File: src/rtl/serial_link_pkg.sv
// Shared types, defaults and helpers for the serial link master.
package serial_link_pkg;

    localparam int unsigned DEF_WIDTH   = 4;
    localparam int unsigned DEF_CLK_DIV = 4;

    typedef enum logic [2:0] {
        IDLE  = 3'd0,
        SETUP = 3'd1,
        SHIFT = 3'd2,
        HOLD  = 3'd3,
        DONE  = 3'd4
    } state_t;

    // $clog2 that never returns 0, so single-entry indices still get one bit
    function automatic int unsigned clog2_min1(input int unsigned n);
        return (n <= 1) ? 1 : $clog2(n);
    endfunction

endpackage

File: src/rtl/serial_link_master_rr_arbiter.sv
// Combinational round-robin arbiter: first request at or above ptr, wrapping.
module rr_arbiter
    import serial_link_pkg::*;
#(
    parameter  int unsigned N_REQ = 2,
    localparam int unsigned IW    = clog2_min1(N_REQ)
) (
    input  logic             en,
    input  logic [N_REQ-1:0] req,
    input  logic [IW-1:0]    ptr,
    output logic [N_REQ-1:0] gnt_c,
    output logic [IW-1:0]    idx_c
);

    logic          found;
    logic [IW-1:0] cand;
    int            sum;

    always_comb begin
        gnt_c = '0;
        idx_c = '0;
        found = 1'b0;
        cand  = '0;
        sum   = 0;
        for (int k = 0; k < int'(N_REQ); k++) begin
            sum  = int'(ptr) + k;
            cand = (sum >= int'(N_REQ)) ? IW'(sum - int'(N_REQ)) : IW'(sum);
            if (en && !found && req[cand]) begin
                found        = 1'b1;
                gnt_c[cand]  = 1'b1;
                idx_c        = cand;
            end
        end
    end

endmodule

File: src/rtl/serial_link_master.sv
// Round-robin shared master for WIDTH-bit full-duplex frames to select-addressed slaves.
module serial_link_master
    import serial_link_pkg::*;
#(
    parameter  int unsigned N_REQ   = 2,
    parameter  int unsigned N_SLV   = 4,
    parameter  int unsigned WIDTH   = DEF_WIDTH,
    parameter  int unsigned CLK_DIV = DEF_CLK_DIV,
    localparam int unsigned SW      = clog2_min1(N_SLV)
) (
    input  logic                   clk,
    input  logic                   rst_n,
    input  logic [N_REQ-1:0]       req_valid,
    input  logic [N_REQ*WIDTH-1:0] req_data,
    input  logic [N_REQ*SW-1:0]    req_slave,
    output logic [N_REQ-1:0]       req_ready,
    output logic [N_REQ-1:0]       rsp_valid,
    output logic [WIDTH-1:0]       rsp_data,
    output logic                   busy,
    output logic                   sclk,
    output logic                   mosi,
    input  logic                   miso,
    output logic [N_SLV-1:0]       sel_n
);

    localparam int unsigned IW = clog2_min1(N_REQ);
    localparam int unsigned DW = clog2_min1(CLK_DIV);
    localparam int unsigned BW = clog2_min1(WIDTH);

    localparam logic [2:0] ST_IDLE  = 3'(IDLE);
    localparam logic [2:0] ST_SETUP = 3'(SETUP);
    localparam logic [2:0] ST_SHIFT = 3'(SHIFT);
    localparam logic [2:0] ST_HOLD  = 3'(HOLD);
    localparam logic [2:0] ST_DONE  = 3'(DONE);

    logic [2:0]       state, state_d;
    logic [DW-1:0]    div_cnt, div_d;
    logic [BW-1:0]    bit_cnt, bit_d;
    logic [WIDTH-1:0] tx, tx_d, rx, rx_d, rsp_data_d, tx_sh;
    logic [SW-1:0]    slv, slv_d;
    logic [IW-1:0]    gidx, gidx_d, ptr, ptr_d, ptr_nxt;
    logic             sclk_d, mosi_d, busy_d, div_last, slv_ok;
    logic [N_SLV-1:0] sel_n_d;
    logic [N_REQ-1:0] req_ready_d, rsp_valid_d, gnt_c;
    logic [IW-1:0]    idx_c;

    logic [WIDTH-1:0] data_arr [N_REQ];
    logic [SW-1:0]    slv_arr  [N_REQ];
    logic [SW-1:0]    pick_slv;

    for (genvar gi = 0; gi < int'(N_REQ); gi++) begin : g_unpack
        assign data_arr[gi] = req_data[gi*WIDTH +: WIDTH];
        assign slv_arr[gi]  = req_slave[gi*SW +: SW];
    end

    rr_arbiter #(.N_REQ(N_REQ)) u_arb (
        .en    (state == ST_IDLE),
        .req   (req_valid),
        .ptr   (ptr),
        .gnt_c (gnt_c),
        .idx_c (idx_c)
    );

    assign pick_slv = slv_arr[idx_c];
    assign ptr_nxt  = (int'(idx_c) + 1 >= int'(N_REQ)) ? '0 : idx_c + IW'(1);
    assign div_last = (div_cnt == DW'(CLK_DIV - 1));
    assign slv_ok   = (32'(slv) < N_SLV);
    assign tx_sh    = tx << 1;

    // Next-state and next-output logic
    always_comb begin
        state_d     = state;
        div_d       = div_cnt;
        bit_d       = bit_cnt;
        tx_d        = tx;
        rx_d        = rx;
        slv_d       = slv;
        gidx_d      = gidx;
        ptr_d       = ptr;
        sclk_d      = sclk;
        mosi_d      = mosi;
        sel_n_d     = sel_n;
        busy_d      = busy;
        rsp_data_d  = rsp_data;
        req_ready_d = '0;
        rsp_valid_d = '0;

        case (state)
            ST_IDLE: begin
                if (|gnt_c) begin
                    req_ready_d = gnt_c;
                    gidx_d      = idx_c;
                    ptr_d       = ptr_nxt;
                    tx_d        = data_arr[idx_c];
                    slv_d       = pick_slv;
                    mosi_d      = data_arr[idx_c][WIDTH-1];
                    for (int i = 0; i < int'(N_SLV); i++) begin
                        sel_n_d[i] = (pick_slv != SW'(i));
                    end
                    sclk_d  = 1'b0;
                    div_d   = '0;
                    bit_d   = '0;
                    rx_d    = '0;
                    busy_d  = 1'b1;
                    state_d = ST_SETUP;
                end
            end
            ST_SETUP: begin
                if (div_last) begin
                    div_d   = '0;
                    sclk_d  = 1'b1;
                    state_d = ST_SHIFT;
                end else begin
                    div_d = div_cnt + DW'(1);
                end
            end
            ST_SHIFT: begin
                if (!div_last) begin
                    div_d = div_cnt + DW'(1);
                end else begin
                    div_d = '0;
                    if (sclk) begin
                        // Capture at end of high phase, then launch next bit on the falling edge
                        rx_d   = (rx << 1) | WIDTH'(miso);
                        sclk_d = 1'b0;
                        if (bit_cnt != BW'(WIDTH - 1)) begin
                            tx_d   = tx_sh;
                            mosi_d = tx_sh[WIDTH-1];
                        end
                    end else if (bit_cnt == BW'(WIDTH - 1)) begin
                        state_d = ST_HOLD;
                    end else begin
                        bit_d  = bit_cnt + BW'(1);
                        sclk_d = 1'b1;
                    end
                end
            end
            ST_HOLD: begin
                if (div_last) begin
                    div_d   = '0;
                    sel_n_d = '1;
                    state_d = ST_DONE;
                end else begin
                    div_d = div_cnt + DW'(1);
                end
            end
            ST_DONE: begin
                for (int i = 0; i < int'(N_REQ); i++) begin
                    rsp_valid_d[i] = (gidx == IW'(i));
                end
                rsp_data_d = slv_ok ? rx : '0;
                busy_d     = 1'b0;
                state_d    = ST_IDLE;
            end
            default: begin
                state_d = ST_IDLE;
                sel_n_d = '1;
                sclk_d  = 1'b0;
                busy_d  = 1'b0;
            end
        endcase
    end

    always_ff @(posedge clk or negedge rst_n) begin
        if (!rst_n) begin
            state     <= ST_IDLE;
            div_cnt   <= '0;
            bit_cnt   <= '0;
            tx        <= '0;
            rx        <= '0;
            slv       <= '0;
            gidx      <= '0;
            ptr       <= '0;
            sclk      <= 1'b0;
            mosi      <= 1'b0;
            sel_n     <= '1;
            busy      <= 1'b0;
            rsp_data  <= '0;
            req_ready <= '0;
            rsp_valid <= '0;
        end else begin
            state     <= state_d;
            div_cnt   <= div_d;
            bit_cnt   <= bit_d;
            tx        <= tx_d;
            rx        <= rx_d;
            slv       <= slv_d;
            gidx      <= gidx_d;
            ptr       <= ptr_d;
            sclk      <= sclk_d;
            mosi      <= mosi_d;
            sel_n     <= sel_n_d;
            busy      <= busy_d;
            rsp_data  <= rsp_data_d;
            req_ready <= req_ready_d;
            rsp_valid <= rsp_valid_d;
        end
    end

endmodule

File: config.mk
export PLATFORM = sky130hd
export DESIGN_NAME = serial_link_master
export DESIGN_NICKNAME = d
export VERILOG_FILES = /design/src/rtl/serial_link_pkg.sv /design/src/rtl/serial_link_master_rr_arbiter.sv /design/src/rtl/serial_link_master.sv
export SDC_FILE = /design/constraint.sdc
export NUM_CORES = 1
export LEC_CHECK = 0
export ABC_AREA = 1
export ABC_CLOCK_PERIOD_IN_PS = 2800
export CAP_MARGIN = 20
export CORE_MARGIN = 5
export CORE_UTILIZATION = 35
export DETAILED_ROUTE_END_ITERATION = 10
export PLACE_DENSITY = 0.6
export REMOVE_ABC_BUFFERS = 1
export SETUP_SLACK_MARGIN = 0.5
export SYNTH_ARGS = -nofsm -noshare
export SYNTH_HDL_FRONTEND = slang
export SYNTH_SLANG_ARGS = --single-unit
File: constraint.sdc
create_clock -name clk -period 2.8 [get_ports clk]
set_input_delay 0.56 -clock clk [delete_from_list [all_inputs] [get_ports clk]]
set_output_delay 0.56 -clock clk [all_outputs]
set_load 0.03 [all_outputs]
==> metrics.cfg, run 1 <==
[setup_path]
start_kind=flip-flop
path_delay_family=buffers and inverters
critPathMaxFanout=2
path_class=reg2out
worst-path-buf-inv=1
worstSetupEndpointType=output port
r2r-start=state[2]
crit_chain=clkdlybuf4s50_1
worstSetupStartpoint=sel_n[2]
crit_required_ns=2.24
slowest_stage=clkdlybuf4s50_1
arrival_ns=1.46
cp_slowest_stage_delay_ns=0.66

[synth]
synth_top_area_share_pct=43.2
synth_compound_area_share_pct=8.88
muxShareOfSynthArea_pct=0.720
ys_warn_count=0
synth_simple_gate_area_share_pct=31.4
synth_xor_area_share_pct=0
synth-adder-area-share_pct=1.60
synthTopCellsByArea=dfrtp_1 (43%), nand2_1 (11%), dfstp_2 (6.7%)
synth_top_family_by_area=simple AND/OR/NAND/NOR gates
synth_area_per_cell_um2=8.32
syn-instance-count=188
yosysUniqueCellTypes=25
yosysSeqAreaShare_pct=49.9
yosysTopAreaCell=dfrtp_1
synth_area_um2=1560
ys_seq_elements=31

[floorplanning]
placement_rows=24
die_w_um=76.8
design.die.area_um2=5910
core_um2=4350
ios=32
start_util_pct=35.9
die_h_um=76.8

[worst_hold_path]
hold_class=reg2reg
worstHoldStart=gidx

[timing]
period_needed_ns=2.02
fin_crit_sh_pct=72.2
finClkSkew_ns=0.0111
setup_viol=0
slew_headroom_pct=66.1
finalMaxSlewViolations=0
hold_viol=0
fin_setup_tns_ns=0
rsz0062_at_grt=false
fin_hold_ws_ns=0.425
fmax_mhz=495
worst_slew_pin_slew_ns=0.509

[detailed_routing]
drt_wl_total_um=3260
first_iter_violations=42
drc=0
ant_nets=0
wl_per_cell_um=11.8
viasPerCell=4.71
drt-pass1-iter-count=4
vias=1305

[cells_and_area]
multiInputGateArea_um2=667
fillers=452
antenna_cells=0
final_cell_mix=nand2_1 (45), clkdlybuf4s50_1 (31), dfrtp_1 (27)
layout.nets=243
final_common_cell=nand2_1
ff_latch_area_um2=781
design_area_um2=2010
syn_to_final_growth_pct=28.4
drive_above_1_share_pct=13.3

[clock_tree]
htreeDepth=2
cts_buffer_depth=2
postCtsSetupBuffers=0
cts_buffers=5
clk_latency_ns=0.28
ctsHoldBuffers=0
clockRootBuffer=clkbuf_8
clkSlewWorstSetupHoldPaths_ns=0.06
cts.sinks=31
cts_tree=done
postCtsResizedCells=0

[global_route]
grt_max_degree=32
grt_pass1_vias=1315
track_usage_pct=11.8
grt_overflow=0
antenna_found_initial=0
grt_pass1_wl_um=5840

[placed_design]
gp_congestion=0.807
io_buffer_count=31
place.detailed.hpwl_um=2460
placed_area_um2=1920

[pwr]
p_leak_nw=0.957
power_density_nw_per_um2=1100
vdd.ir_drop.worst_uv=394

[flow_run]
maxCapViolCount=0

[run_status]
status=finished clean

[synthesized netlist by cell type]
master and n:
a21oi_1 2, a21oi_2 1, buf_4 1, buf_6 2
dfrtp_1 27, dfstp_2 4, ha_1 2, inv_1 21
inv_2 2, mux2_2 1, nand2_1 45, nand2_2 3
nand2_4 1, nand3_1 18, nand3_2 4, nand3b_1 3
nand3b_2 1, nor2_1 18, nor2_2 4, nor2_4 1
o211ai_1 1, o21ai_0 17, o21ai_1 4, o31ai_1 1
or2_1 4
[registers in the layout, summed over array words and instances (netlist names), 3 cells and up]
name	flops
rsp_data	4
rx	4
sel_n	4
state	3
tx	3
[metrics by stage]
| stage | power [W] | util (%) | setup slack, ns | instances |
|---|---|---|---|---|
| after floorplan | 0.00152 | - | 1.33 | 185 |
| after global placement | 0.00187 | 44.0 | 0.751 | 269 |
| after detailed placement | 0.00187 | 44.0 | 0.707 | 269 |
| after CTS | 0.00224 | 46.1 | 0.760 | 277 |
| after global routing | 0.00241 | 46.1 | 0.732 | 277 |
| final | 0.00222 | 46.1 | 0.778 | 277 |
[worst reg2reg max path, delay by kind of cell, from the launching register on]
family,cells,cell delay (ns)
buffers and inverters,1,0.14
and+or+nand+nor,5,0.95
AOI/OAI and AO/OA,1,0.18
DFF,1,0.46
[per-layer routing]
metal / share of wire [%] / up-vias / track usage, %
li1: - / 673 / -
met1: 49 / 599 / 15.5
met2: 44 / 29 / 18.5
met3: 6.3 / 4 / 4.22
met4: 0.92 / 0 / 3.15
met5: 0 / - / 0
[cells by family after synthesis]
family / Yosys count
adders and majority gates: 2
and+or+nand+nor: 102
DFF: 31
muxes: 1
AOI/OAI and AO/OA: 26
buffers and inverters: 26
[path summary, 6_finish.rpt]
| check | slack (ns) | to | cells past startpoint |
|---|---|---|---|
| max | 0.78 | sel_n[2] | 1 |
| min reg2reg | 0.42 | rsp_valid[0] | 1 |
| min in group asynchronous | 0.67 | div_cnt[0] | 2 |
| max reg2reg | 0.99 | rx[3] | 7 |
| min | 0.42 | rsp_valid[0] | 1 |
| max in group asynchronous | 1.79 | sel_n[3] | 2 |
[power by group]
group	internal, W	switching, W
registers	0.000642	0.000114
logic	0.000399	0.000699
clock network	0.000198	0.000163
[cell type report]
| class | instances | area share [%] |
|---|---|---|
| tap | 52 | 3.24 |
| inverter | 23 | 4.30 |
| clock inverter | 1 | 0.249 |
| multi-input combinational | 131 | 33.2 |
| timing repair buffer | 32 | 15.8 |
| sequential | 31 | 38.9 |
| clock buffer | 7 | 4.30 |
(Power assumes the default switching activity.)
==> run 2: changes to the inputs <==
ABC_CLOCK_PERIOD_IN_PS = 1800   (was 2800)
PLACE_DENSITY = 0.62   (was 0.6)
clock period = 1.8 ns   (was 2.8 ns; I/O delays follow)
==> run 2 against run 1 <==
  * Design area rose by 19%
  * Clock skew down 0.0031 ns
  * Wire length grew 17%
  * Non-clock buffer count is 30 higher
  * Largest power group unchanged
==> metrics.cfg, run 2 (same netlist as run 1, synthesis figures left out) <==
[run_status]
status=finished clean

[timing]
fin_ws_ns=0.403
finalMaxSlewViolations=0
worst_slew_pin_slew_ns=0.400
hold_viol=0
fmax_mhz=716
period_needed_ns=1.40
slew_headroom_pct=73.4
fin_setup_tns_ns=0
rsz0062_at_grt=true
setup_viol=0
finClkSkew_ns=0.00801
fin_crit_sh_pct=77.6

[worst_hold_path]
holdPathEnd=rsp_valid[0]
hold_class=reg2reg
worstHoldStart=gidx
whs_path_depth=1

[clock_tree]
cts.sinks=31
clockRootBuffer=clkbuf_8
clk_latency_ns=0.28
ctsHoldBuffers=0
cts_tree=done
htreeDepth=2
cts_buffer_depth=2
cts_buffers=5
clkSlewWorstSetupHoldPaths_ns=0.07

[global_route]
grt_max_degree=32
grt_pass1_wl_um=6220
track_usage_pct=12.9
grt_pass1_vias=1349
antenna_found_initial=0
grt_overflow=0

[cells_and_area]
layout.nets=273
final_common_cell=nand2_1
antenna_cells=0
final_cell_mix=nand2_1 (39), buf_4 (26), dfrtp_1 (23)
syn_to_final_growth_pct=52.4
drive_above_1_share_pct=40.0
top_regs=rsp_data x4, rx x4, sel_n x4

[setup_path]
start_kind=flip-flop
cp_slowest_stage_delay_ns=0.47
path_class=reg2reg
r2r-start=state[2]
arrival_ns=1.57
slowest_stage=dfrtp_2
crit_chain=inv_2 > nand2_4 > nor2_4 > nand2_2 > nand2_4 > nand3b_4 > nand2_1 > nand2_1
r2r-end=mosi
crit_required_ns=1.97
critPathMaxFanout=5
path_delay_family=simple AND/OR/NAND/NOR gates
worst-path-stages=8
worstSetupEndpointType=flip-flop
reg2reg_depth=8
r2r_slack_ns=0.40
worst-path-buf-inv=1

[pwr]
vdd.ir_drop.worst_uv=920
p_leak_nw=1.17
internal_power_w=0.00254
power_frac_clock_pct=16.2
seq_power_share_pct=27.8
swShare_pct=42.1
p_comb_share_pct=56.0
p_switching_w=0.00185
power_density_nw_per_um2=1840

[placed_design]
place.detailed.hpwl_um=2490
gp_congestion=0.812
post-place-ws_ns=0.103
io_buffer_count=31

[floorplanning]
placement_rows=24
start_util_pct=35.9
die_h_um=76.8
design.die.area_um2=5910
core_um2=4350
ios=32
die_w_um=76.8

[detailed_routing]
drc=0
vias=1440
first_iter_violations=33
drt-pass1-iter-count=4
drt_wl_total_um=3810
viasPerCell=4.69
wl_per_cell_um=12.4
ant_nets=0

[flow_run]
maxCapViolCount=0

-- run 2: cell count changes in the layout (fill, tap and decap cells not counted), sizes merged --
cell,previous run,this run
buf,1,46
clkdlybuf4s50,31,14
dlygate4sd2,0,2
bufinv,0,1
clkbuf,7,6
-- run 2: worst max-delay path by stage --
stage,start,end
finish,state[2],mosi
global route,state[2],tx[1]
CTS,sel_n[2],sel_n[2]
floorplan,state[2],tx[0]
detailed placement,req_valid[0],state[1]
global placement,req_valid[0],sel_n[0]
-- run 2: layout make-up --
class,count,area (um^2)
fill,400,1970
multi-input combinational,131,802
sequential,31,786
timing repair buffer,62,524
inverter,23,88.8
clock buffer,6,82.6
tap,52,65.1
clock inverter,2,35.0
-- run 2: power by group through the flow --
stage          clock (W)  combinational (W)  sequential (W)
2_1_floorplan          0           0.000942         0.00142
3_3_place_gp           0            0.00176         0.00119
3_5_place_dp           0            0.00178         0.00120
4_1_cts         0.000724            0.00211         0.00121
5_1_grt         0.000761            0.00272         0.00126
6_report        0.000713            0.00246         0.00122
-- run 2: through the flow --
step	hold WS (ns)	instances	area (um^2)	total power [W]	utilization, %
after floorplan	0.0644	185	1530	0.00236	-
after global placement	0.411	273	1950	0.00296	44.7
after detailed placement	0.417	273	1950	0.00298	44.7
after CTS	0.427	296	2260	0.00404	51.8
after global routing	0.442	307	2380	0.00474	54.7
final	0.428	307	2380	0.00440	54.7
-- run 2: timing repair --
| item | in CTS | in global routing |
|---|---|---|
| setup buffers | 15 | 11 |
| resized for setup | 110 | 29 |
| pin swaps | 18 | 9 |
| endpoints found under the setup margin | 38 | 32 |
| cloned | 0 | 0 |
-- run 2: per-layer routing --
layer  up-vias  global-route usage [%]  part of all wire [%]
met5         -                       0                     0
met4         0                    4.90                   2.0
met3         9                    3.98                   5.1
met2        35                    18.9                    48
met1       657                    17.7                    44
li1        739                       -                     -
==> run 3: changes to the inputs <==
ABC_CLOCK_PERIOD_IN_PS = 1400   (was 1800)
PLACE_DENSITY = 0.6   (was 0.62)
clock period = 1.4 ns   (was 1.8 ns; I/O delays follow)
==> run 3 against run 2 <==
  * Clock-buffer cell count stayed put
  * Power is 35% higher
  * Non-clock buffer count is 7 higher
  * Critical path depth stayed put
  * Clock skew shrank 0.0039 ns
  * Cell count is 2.3% higher
  * Maximum frequency is 1.4% higher
  * Critical path type unchanged
  * Highest routed layer unchanged
==> metrics.cfg, run 3 (same netlist as run 1, synthesis figures left out) <==
[detailed_routing]
wl_per_cell_um=12.6
ant_nets=0
vias=1462
drt_wl_total_um=3950
first_iter_violations=53
drt-pass1-iter-count=4
drc=0
viasPerCell=4.66

[timing]
worst_slew_pin_slew_ns=0.331
setup_viol=0
finalMaxSlewViolations=0
rsz0062_at_grt=true
fmax_mhz=726
slew_headroom_pct=77.7
hold_viol=0
finClkSkew_ns=0.00414
period_needed_ns=1.38
fin_ws_ns=0.0223
fin_crit_sh_pct=98.4
fin_hold_ws_ns=0.352

[placed_design]
placed_area_um2=2040
gp_congestion=0.837
place.detailed.hpwl_um=2630
post-place-ws_ns=-0.224
io_buffer_count=31
dp_cells=285

[floorplanning]
start_util_pct=35.9
design.die.area_um2=5910
die_h_um=76.8
ios=32
core_um2=4350
placement_rows=24
die_w_um=76.8

[setup_path]
worstSetupEndpointType=flip-flop
path_class=reg2reg
worstSetupStartpoint=state[0]
r2r_slack_ns=0.02
arrival_ns=1.55
crit_required_ns=1.57
r2r-start=state[0]
endpoint=tx[0]
critPathMaxFanout=5
reg2reg_depth=8
start_kind=flip-flop
r2r-end=tx[0]

[clock_tree]
cts.sinks=31
cts_tree=done
htreeDepth=2
cts_buffers=5
cts_buffer_depth=2
clk_latency_ns=0.28
clkSlewWorstSetupHoldPaths_ns=0.07
clockRootBuffer=clkbuf_8
ctsHoldBuffers=0

[cells_and_area]
antenna_cells=0
fin_cells=314
syn_to_final_growth_pct=63.7
fin_util_pct=58.8
top_regs=rsp_data x4, rx x4, sel_n x4
design_area_um2=2560
layout.nets=280
final_cell_mix=nand2_1 (32), buf_6 (26), buf_4 (25)
drive_above_1_share_pct=44.7
final_common_cell=nand2_1

[flow_run]
maxCapViolCount=0

[global_route]
antenna_found_initial=0
track_usage_pct=13.1
grt_max_degree=32
grt_overflow=0
grt_pass1_vias=1402
grt_pass1_wl_um=6280

[worst_hold_path]
hold_class=in2async

[pwr]
vdd.ir_drop.worst_uv=1100
p_leak_nw=1.23
power_density_nw_per_um2=2320

[run_status]
status=finished clean

run 3: stage by stage:
stage / total power [W] / TNS [ns]
5_1_grt: 0.00636 / -0.336
4_1_cts: 0.00546 / 0
3_5_place_dp: 0.00396 / -3.10
3_3_place_gp: 0.00394 / -2.58
2_1_floorplan: 0.00303 / -0.581
6_report: 0.00593 / 0
run 3: final cells by class:
| cell class | count | area [um^2] |
|---|---|---|
| timing repair buffer | 69 | 666 |
| tap | 52 | 65.1 |
| multi-input combinational | 131 | 833 |
| sequential | 31 | 785 |
| clock inverter | 2 | 35.0 |
| fill | 386 | 1790 |
| inverter | 23 | 93.8 |
| clock buffer | 6 | 82.6 |
run 3: power breakdown:
group / switching [W] / internal, W
clock network: 0.000340 / 0.000575
registers: 0.000279 / 0.00130
logic: 0.00187 / 0.00157
total: 0.00249 / 0.00344
run 3: worst min-delay path by stage:
stage / to / cells after the start / startpoint
finish: busy / 2 / rst_n
global placement: rsp_valid[0] / 1 / gidx
floorplan: bit_cnt[0] / 0 / rst_n
detailed placement: rsp_valid[0] / 1 / gidx
CTS: bit_cnt[0] / 2 / rst_n
global route: busy / 2 / rst_n
run 3: critical path, stage by stage, from the launching register on:
cell,delay [ns]
dfrtp_2,0.44
inv_2,0.09
nand2_4,0.07
nor2_4,0.18
nand2_2,0.11
nand2_4,0.13
nand3b_4,0.12
nand2_1,0.07
o21ai_1,0.06
run 3: timing repair:
item	CTS	global route
resized for setup	111	40
endpoints found under the setup margin	46	46
cloned	0	1
pin swaps	7	13
buffers inserted	11	9
run 3: routing by layer:
| metal | share of wire, % | vias to the layer above | global-route usage, % |
|---|---|---|---|
| met2 | 49 | 28 | 21.1 |
| li1 | - | 747 | - |
| met5 | 0 | - | 0 |
| met1 | 45 | 680 | 16.5 |
| met3 | 4.5 | 7 | 3.40 |
| met4 | 2.0 | 0 | 5.77 |
